File: src/rtl/dict_loader_pkg.sv
// Shared types and constants for the boot-time dictionary loader.
// The optional checksum phase is enabled with DICT_LOADER_CHECKSUM_EN.
package dict_loader_pkg;

  typedef enum logic [2:0] {
    S_IDLE, S_HDR, S_F1, S_F2, S_F3, S_CHK, S_DONE
  } state_t;

  localparam int CNT_W  = 9;
  localparam int C1_LSB = 0;
  localparam int C2_LSB = 9;
  localparam int C3_LSB = 18;

  localparam logic [31:0] DICT_BASE_ADDR_DEF = 32'h0000_F000;

  typedef struct packed {
    logic        go;
    logic [31:0] addr;
  } rd_req_t;

  typedef struct packed {
    logic        done;
    logic [31:0] data;
  } rd_rsp_t;

  // Limit a header count to the 2^key_w entries the dictionary can hold.
  function automatic logic [CNT_W-1:0] clamp_cnt(input logic [CNT_W-1:0] c, input int key_w);
    logic [CNT_W:0] cap;
    cap = {{CNT_W{1'b0}}, 1'b1} << key_w;
    return ({1'b0, c} > cap) ? cap[CNT_W-1:0] : c;
  endfunction

endpackage

File: src/rtl/dict_loader_req.sv
// Single-word memory reader: a go pulse launches one request, done pulses
// the cycle after ready with the captured word while valid is held low.
module dict_loader_req
  import dict_loader_pkg::*;
(
  input  logic        clk,
  input  logic        resetn,
  input  rd_req_t     req,
  output rd_rsp_t     rsp,
  output logic        mem_req_valid,
  input  logic        mem_req_ready,
  output logic [31:0] mem_req_addr,
  input  logic [31:0] mem_req_rdata
);

  always_ff @(posedge clk or negedge resetn) begin
    if (!resetn) begin
      mem_req_valid <= 1'b0;
      mem_req_addr  <= '0;
      rsp           <= '0;
    end else begin
      rsp.done <= 1'b0;
      if (mem_req_valid && mem_req_ready) begin
        mem_req_valid <= 1'b0;
        rsp.done      <= 1'b1;
        rsp.data      <= mem_req_rdata;
      end else if (req.go && !mem_req_valid) begin
        mem_req_valid <= 1'b1;
        mem_req_addr  <= req.addr;
      end
    end
  end

endmodule

File: src/rtl/dict_loader.sv
// Boot-time dictionary loader: header, F1/F2/F3 entries, optional checksum
// word (DICT_LOADER_CHECKSUM_EN), streamed into the dictionary write ports.
module dict_loader
  import dict_loader_pkg::*;
#(
  parameter int          FIELD1_VAL_WIDTH = 7,
  parameter int          FIELD2_VAL_WIDTH = 10,
  parameter int          FIELD3_VAL_WIDTH = 15,
  parameter int          FIELD1_KEY_WIDTH = 3,
  parameter int          FIELD2_KEY_WIDTH = 5,
  parameter int          FIELD3_KEY_WIDTH = 8,
  parameter logic [31:0] DICT_BASE_ADDR   = DICT_BASE_ADDR_DEF
) (
  input  logic                        clk,
  input  logic                        resetn,
  input  logic                        start,
  output logic                        mem_req_valid,
  input  logic                        mem_req_ready,
  output logic [31:0]                 mem_req_addr,
  input  logic [31:0]                 mem_req_rdata,
  output logic                        dict1_write_enable,
  output logic [FIELD1_VAL_WIDTH-1:0] dict1_write_val,
  output logic                        dict2_write_enable,
  output logic [FIELD2_VAL_WIDTH-1:0] dict2_write_val,
  output logic                        dict3_write_enable,
  output logic [FIELD3_VAL_WIDTH-1:0] dict3_write_val,
  output logic                        busy,
  output logic                        load_done
`ifdef DICT_LOADER_CHECKSUM_EN
  , output logic                      load_error
`endif
);

  state_t           state, nxt;
  logic [CNT_W-1:0] rem, rem_n, cnt2, cnt3, n1, n2, n3;
  logic [31:0]      addr_q;
  rd_req_t          req;
  rd_rsp_t          rsp;
  logic             hdr_unused;

  dict_loader_req u_req (
    .clk(clk), .resetn(resetn), .req(req), .rsp(rsp),
    .mem_req_valid(mem_req_valid), .mem_req_ready(mem_req_ready),
    .mem_req_addr(mem_req_addr), .mem_req_rdata(mem_req_rdata)
  );

  assign hdr_unused = ^rsp.data[31:27];

  // Phase selection skips empty phases; later counts come fresh from the
  // header word while in HDR, otherwise from the latched copies.
  always_comb begin
    nxt      = state;
    rem_n    = rem;
    req.go   = 1'b0;
    req.addr = addr_q;
    n1 = clamp_cnt(rsp.data[C1_LSB +: CNT_W], FIELD1_KEY_WIDTH);
    n2 = (state == S_HDR) ? clamp_cnt(rsp.data[C2_LSB +: CNT_W], FIELD2_KEY_WIDTH) : cnt2;
    n3 = (state == S_HDR) ? clamp_cnt(rsp.data[C3_LSB +: CNT_W], FIELD3_KEY_WIDTH) : cnt3;
    case (state)
      S_IDLE: if (start) begin
        nxt    = S_HDR;
        req.go = 1'b1;
      end
      S_HDR, S_F1, S_F2, S_F3: if (rsp.done) begin
        req.go = 1'b1;
        if (state != S_HDR && rem > CNT_W'(1)) begin
          rem_n = rem - CNT_W'(1);
        end else if (state == S_HDR && n1 != '0) begin
          nxt = S_F1; rem_n = n1;
        end else if ((state == S_HDR || state == S_F1) && n2 != '0) begin
          nxt = S_F2; rem_n = n2;
        end else if (state != S_F3 && n3 != '0) begin
          nxt = S_F3; rem_n = n3;
        end else begin
`ifdef DICT_LOADER_CHECKSUM_EN
          nxt = S_CHK;
`else
          nxt    = S_DONE;
          req.go = 1'b0;
`endif
        end
      end
`ifdef DICT_LOADER_CHECKSUM_EN
      S_CHK: if (rsp.done) nxt = S_DONE;
`endif
      default: ;
    endcase
  end

  always_ff @(posedge clk or negedge resetn) begin
    if (!resetn) begin
      state  <= S_IDLE;
      rem    <= '0;
      cnt2   <= '0;
      cnt3   <= '0;
      addr_q <= DICT_BASE_ADDR;
    end else begin
      state <= nxt;
      rem   <= rem_n;
      if (state == S_HDR && rsp.done) begin
        cnt2 <= n2;
        cnt3 <= n3;
      end
      if (req.go) addr_q <= addr_q + 32'd4;
    end
  end

  assign dict1_write_enable = rsp.done && state == S_F1;
  assign dict2_write_enable = rsp.done && state == S_F2;
  assign dict3_write_enable = rsp.done && state == S_F3;
  assign dict1_write_val    = rsp.data[FIELD1_VAL_WIDTH-1:0];
  assign dict2_write_val    = rsp.data[FIELD2_VAL_WIDTH-1:0];
  assign dict3_write_val    = rsp.data[FIELD3_VAL_WIDTH-1:0];
  assign busy               = state != S_IDLE && state != S_DONE;
  assign load_done          = state == S_DONE;

`ifdef DICT_LOADER_CHECKSUM_EN
  logic [31:0] xsum;
  logic        err;

  always_ff @(posedge clk or negedge resetn) begin
    if (!resetn) begin
      xsum <= '0;
      err  <= 1'b0;
    end else if (rsp.done) begin
      if (state == S_CHK) err <= (rsp.data != xsum);
      else                xsum <= xsum ^ rsp.data;
    end
  end

  assign load_error = err;
`endif

endmodule

File: config.mk
export PLATFORM = sky130hd
export DESIGN_NAME = dict_loader
export DESIGN_NICKNAME = d
export VERILOG_FILES = /design/src/rtl/dict_loader_pkg.sv /design/src/rtl/dict_loader_req.sv /design/src/rtl/dict_loader.sv
export SDC_FILE = /design/constraint.sdc
export NUM_CORES = 1
export LEC_CHECK = 0
export CAP_MARGIN = 20
export CORE_MARGIN = 3
export CORE_UTILIZATION = 35
export DETAILED_ROUTE_END_ITERATION = 12
export GPL_TIMING_DRIVEN = 0
export MAX_ROUTING_LAYER = met4
export PLACE_DENSITY = 0.56
export SLEW_MARGIN = 0
export SYNTH_ARGS = -nofsm -noshare
export SYNTH_HDL_FRONTEND = slang
export SYNTH_HIERARCHICAL = 1
export SYNTH_SLANG_ARGS = --single-unit
export TNS_END_PERCENT = 30
File: constraint.sdc
create_clock -name clk -period 4.75 [get_ports clk]
set_clock_uncertainty 0.2 [all_clocks]
set_input_delay 0.95 -clock clk [delete_from_list [all_inputs] [get_ports clk]]
set_output_delay 0.95 -clock clk [all_outputs]
set_load 0.05 [all_outputs]
==> flow_summary.toml <==
[placed_design]
pre_cts_ws_ns = 1.33
place_area_sq_mm = 0.00731
dp_hpwl_mm = 11.1
dp.cells = 857
port_buffers = 100
place_congestion = 0.917

[sta]
slew-limit-headroom = 0.424
finalHoldViolations = 0
rsz0062_at_grt = "false"
max_freq_mhz = 285
slew_viol_final = 0
holdWs_ns = 0.197
setup_slack_ns = 1.24
period_needed_ns = 3.51
setup_viol = 0
tightest_slew_ns = 0.857
period_share = 0.739

[setup_path]
critical-path-max-stage-delay_ns = 0.84
r2r_setup_slack_ns = 1.28
rr_worst_depth = 11
worstSetupPathType = "register to primary output"
start_kind = "register"
path_max_fanout = 10
crit_required_ns = 3.60
end_kind = "primary output"
arrival_ns = 2.36
crit_path_cell_trace = "clkbuf_1 > nor2b_1 > nand2_1 > nor2_1 > clkdlybuf4s50_1"
r2r_start = "state[2]"
rr_endpoint = "u_req/mem_req_addr[26]"
critPathSlowestCell = "clkdlybuf4s50_1"

[clock_network]
cts_buffers = 17
holdBufCountCts = 0
htree_levels = 4
clk_pin_slew_ns = 0.06
clk_path_buf_depth = 2
cts_setup_buffers = 0
cts_root_buffer = "clkbuf_16"
cts_tree = "done"
postCtsResizedCells = 0
clock_latency_ns = 0.42
clock_sinks = 121

[synth]
ys_warn_count = 6
synthesis.area_sq_mm = 0.00601
postSynthCellCount = 535
syn_area_per_cell_sq_um = 11.2

[floorplanning]
initial_utilization = 0.360
die_w_um = 137
dieArea_sq_mm = 0.0188
die_height_um = 137
core-area_sq_mm = 0.0167
pin_count = 106
rows = 47

[worst_hold_path]
min_path_type = "input pin to async pin"

[global_routing]
grt_max_degree = 92
grt_antenna_before_repair = 0
grt_use_total = 0.169
grt_pass1_wl_mm = 23.6
grt_pass1_vias = 4465
grt_overflow_total = 0

[final_layout]
post_route_cells_drive_above_1_share = 0.212
final_common_cell = "dfrtp_1"
final_nets = 695
syn2layout_area_growth_pct = 32.2
n_antenna_cell = 0
finalInstanceArea_sq_mm = 0.00794
final_core_utilization = 0.476
layout.cells.most_common_list = "dfrtp_1, clkdlybuf4s50_1, nand2_1"
stdcell_count = 889
fillerInstances = 1544

[pwr]
p_leak_nw = 3.38
power_density_mw_per_mm2 = 699
vdd_drop_max_mv = 0.327

[drt]
drt-pass1-iter-count = 4
viasPerCell = 5.01
drtIter0Drc = 211
drc = 0
finalWirelength_mm = 14.9
routedWlPerCell_um = 16.8
num_vias = 4453
postRouteAntennaNets = 0

[job]
maxCapViolCount = 0

[status]
status = "complete, no violations"
worst max path at each step:
stage                        from                endpoint  slack [ns]  depth (start not counted)
CTS                      state[2]                    busy        1.22                          5
global placement           resetn           u_req/rsp[10]       -2.23                          1
floorplan           u_req/rsp[12]  u_req/mem_req_addr[10]        1.62                         10
detailed placement  u_req/rsp[16]  u_req/mem_req_addr[25]        1.33                         10
finish                   state[2]      dict1_write_enable        1.24                          5
global route             state[2]                    busy        1.04                          5
metal layers:
| metal | vias to the layer above | share of wire | track usage | wire length (um) |
|---|---|---|---|---|
| met5 | - | 0 | - | 0 |
| met1 | 2171 | 0.44 | 0.207 | 6520 |
| li1 | 2146 | - | - | - |
| met3 | 21 | 0.042 | 0.0412 | 632 |
| met4 | 0 | 0.022 | 0.0632 | 332 |
| met2 | 115 | 0.50 | 0.271 | 7420 |
worst max-delay path: cells and delay by family (launching register included):
kind                   cells  cell delay, ns
buffers and inverters      2            1.06
DFF                        1            0.40
and+or+nand+nor            3            0.47
final cells by class:
| cell class | instances | area (sq um) | share of cell area |
|---|---|---|---|
| tap | 220 | 275 | 0.0347 |
| timing repair buffer | 101 | 1030 | 0.130 |
| inverter | 9 | 33.8 | 0.00425 |
| clock inverter | 15 | 201 | 0.0254 |
| multi-input combinational | 365 | 2630 | 0.331 |
| sequential | 121 | 3030 | 0.382 |
| buffer | 41 | 313 | 0.0394 |
| clock buffer | 17 | 425 | 0.0536 |
stage by stage:
| stage | power (mW) | TNS, ns |
|---|---|---|
| floorplan | 3.39 | 0 |
| global placement | 4.19 | -262.89 |
| detailed placement | 4.22 | 0 |
| CTS | 5.61 | 0 |
| global route | 5.87 | 0 |
| finish | 5.55 | 0 |
where the power goes:
part           switching, mW  leakage, nW  total (mW)  internal, mW
registers              0.288         1.56        1.59          1.31
logic                   1.56         1.53        2.59          1.03
clock network          0.488        0.299        1.37         0.878
state kept, by name, indices dropped and copies added, names as in the netlist:
name,cells
addr_q,30
cnt2,9
cnt3,9
rem,9
state,3
u_req/mem_req_addr,32
u_req/mem_req_valid,1
u_req/rsp,28
(Power assumes the default switching activity.)
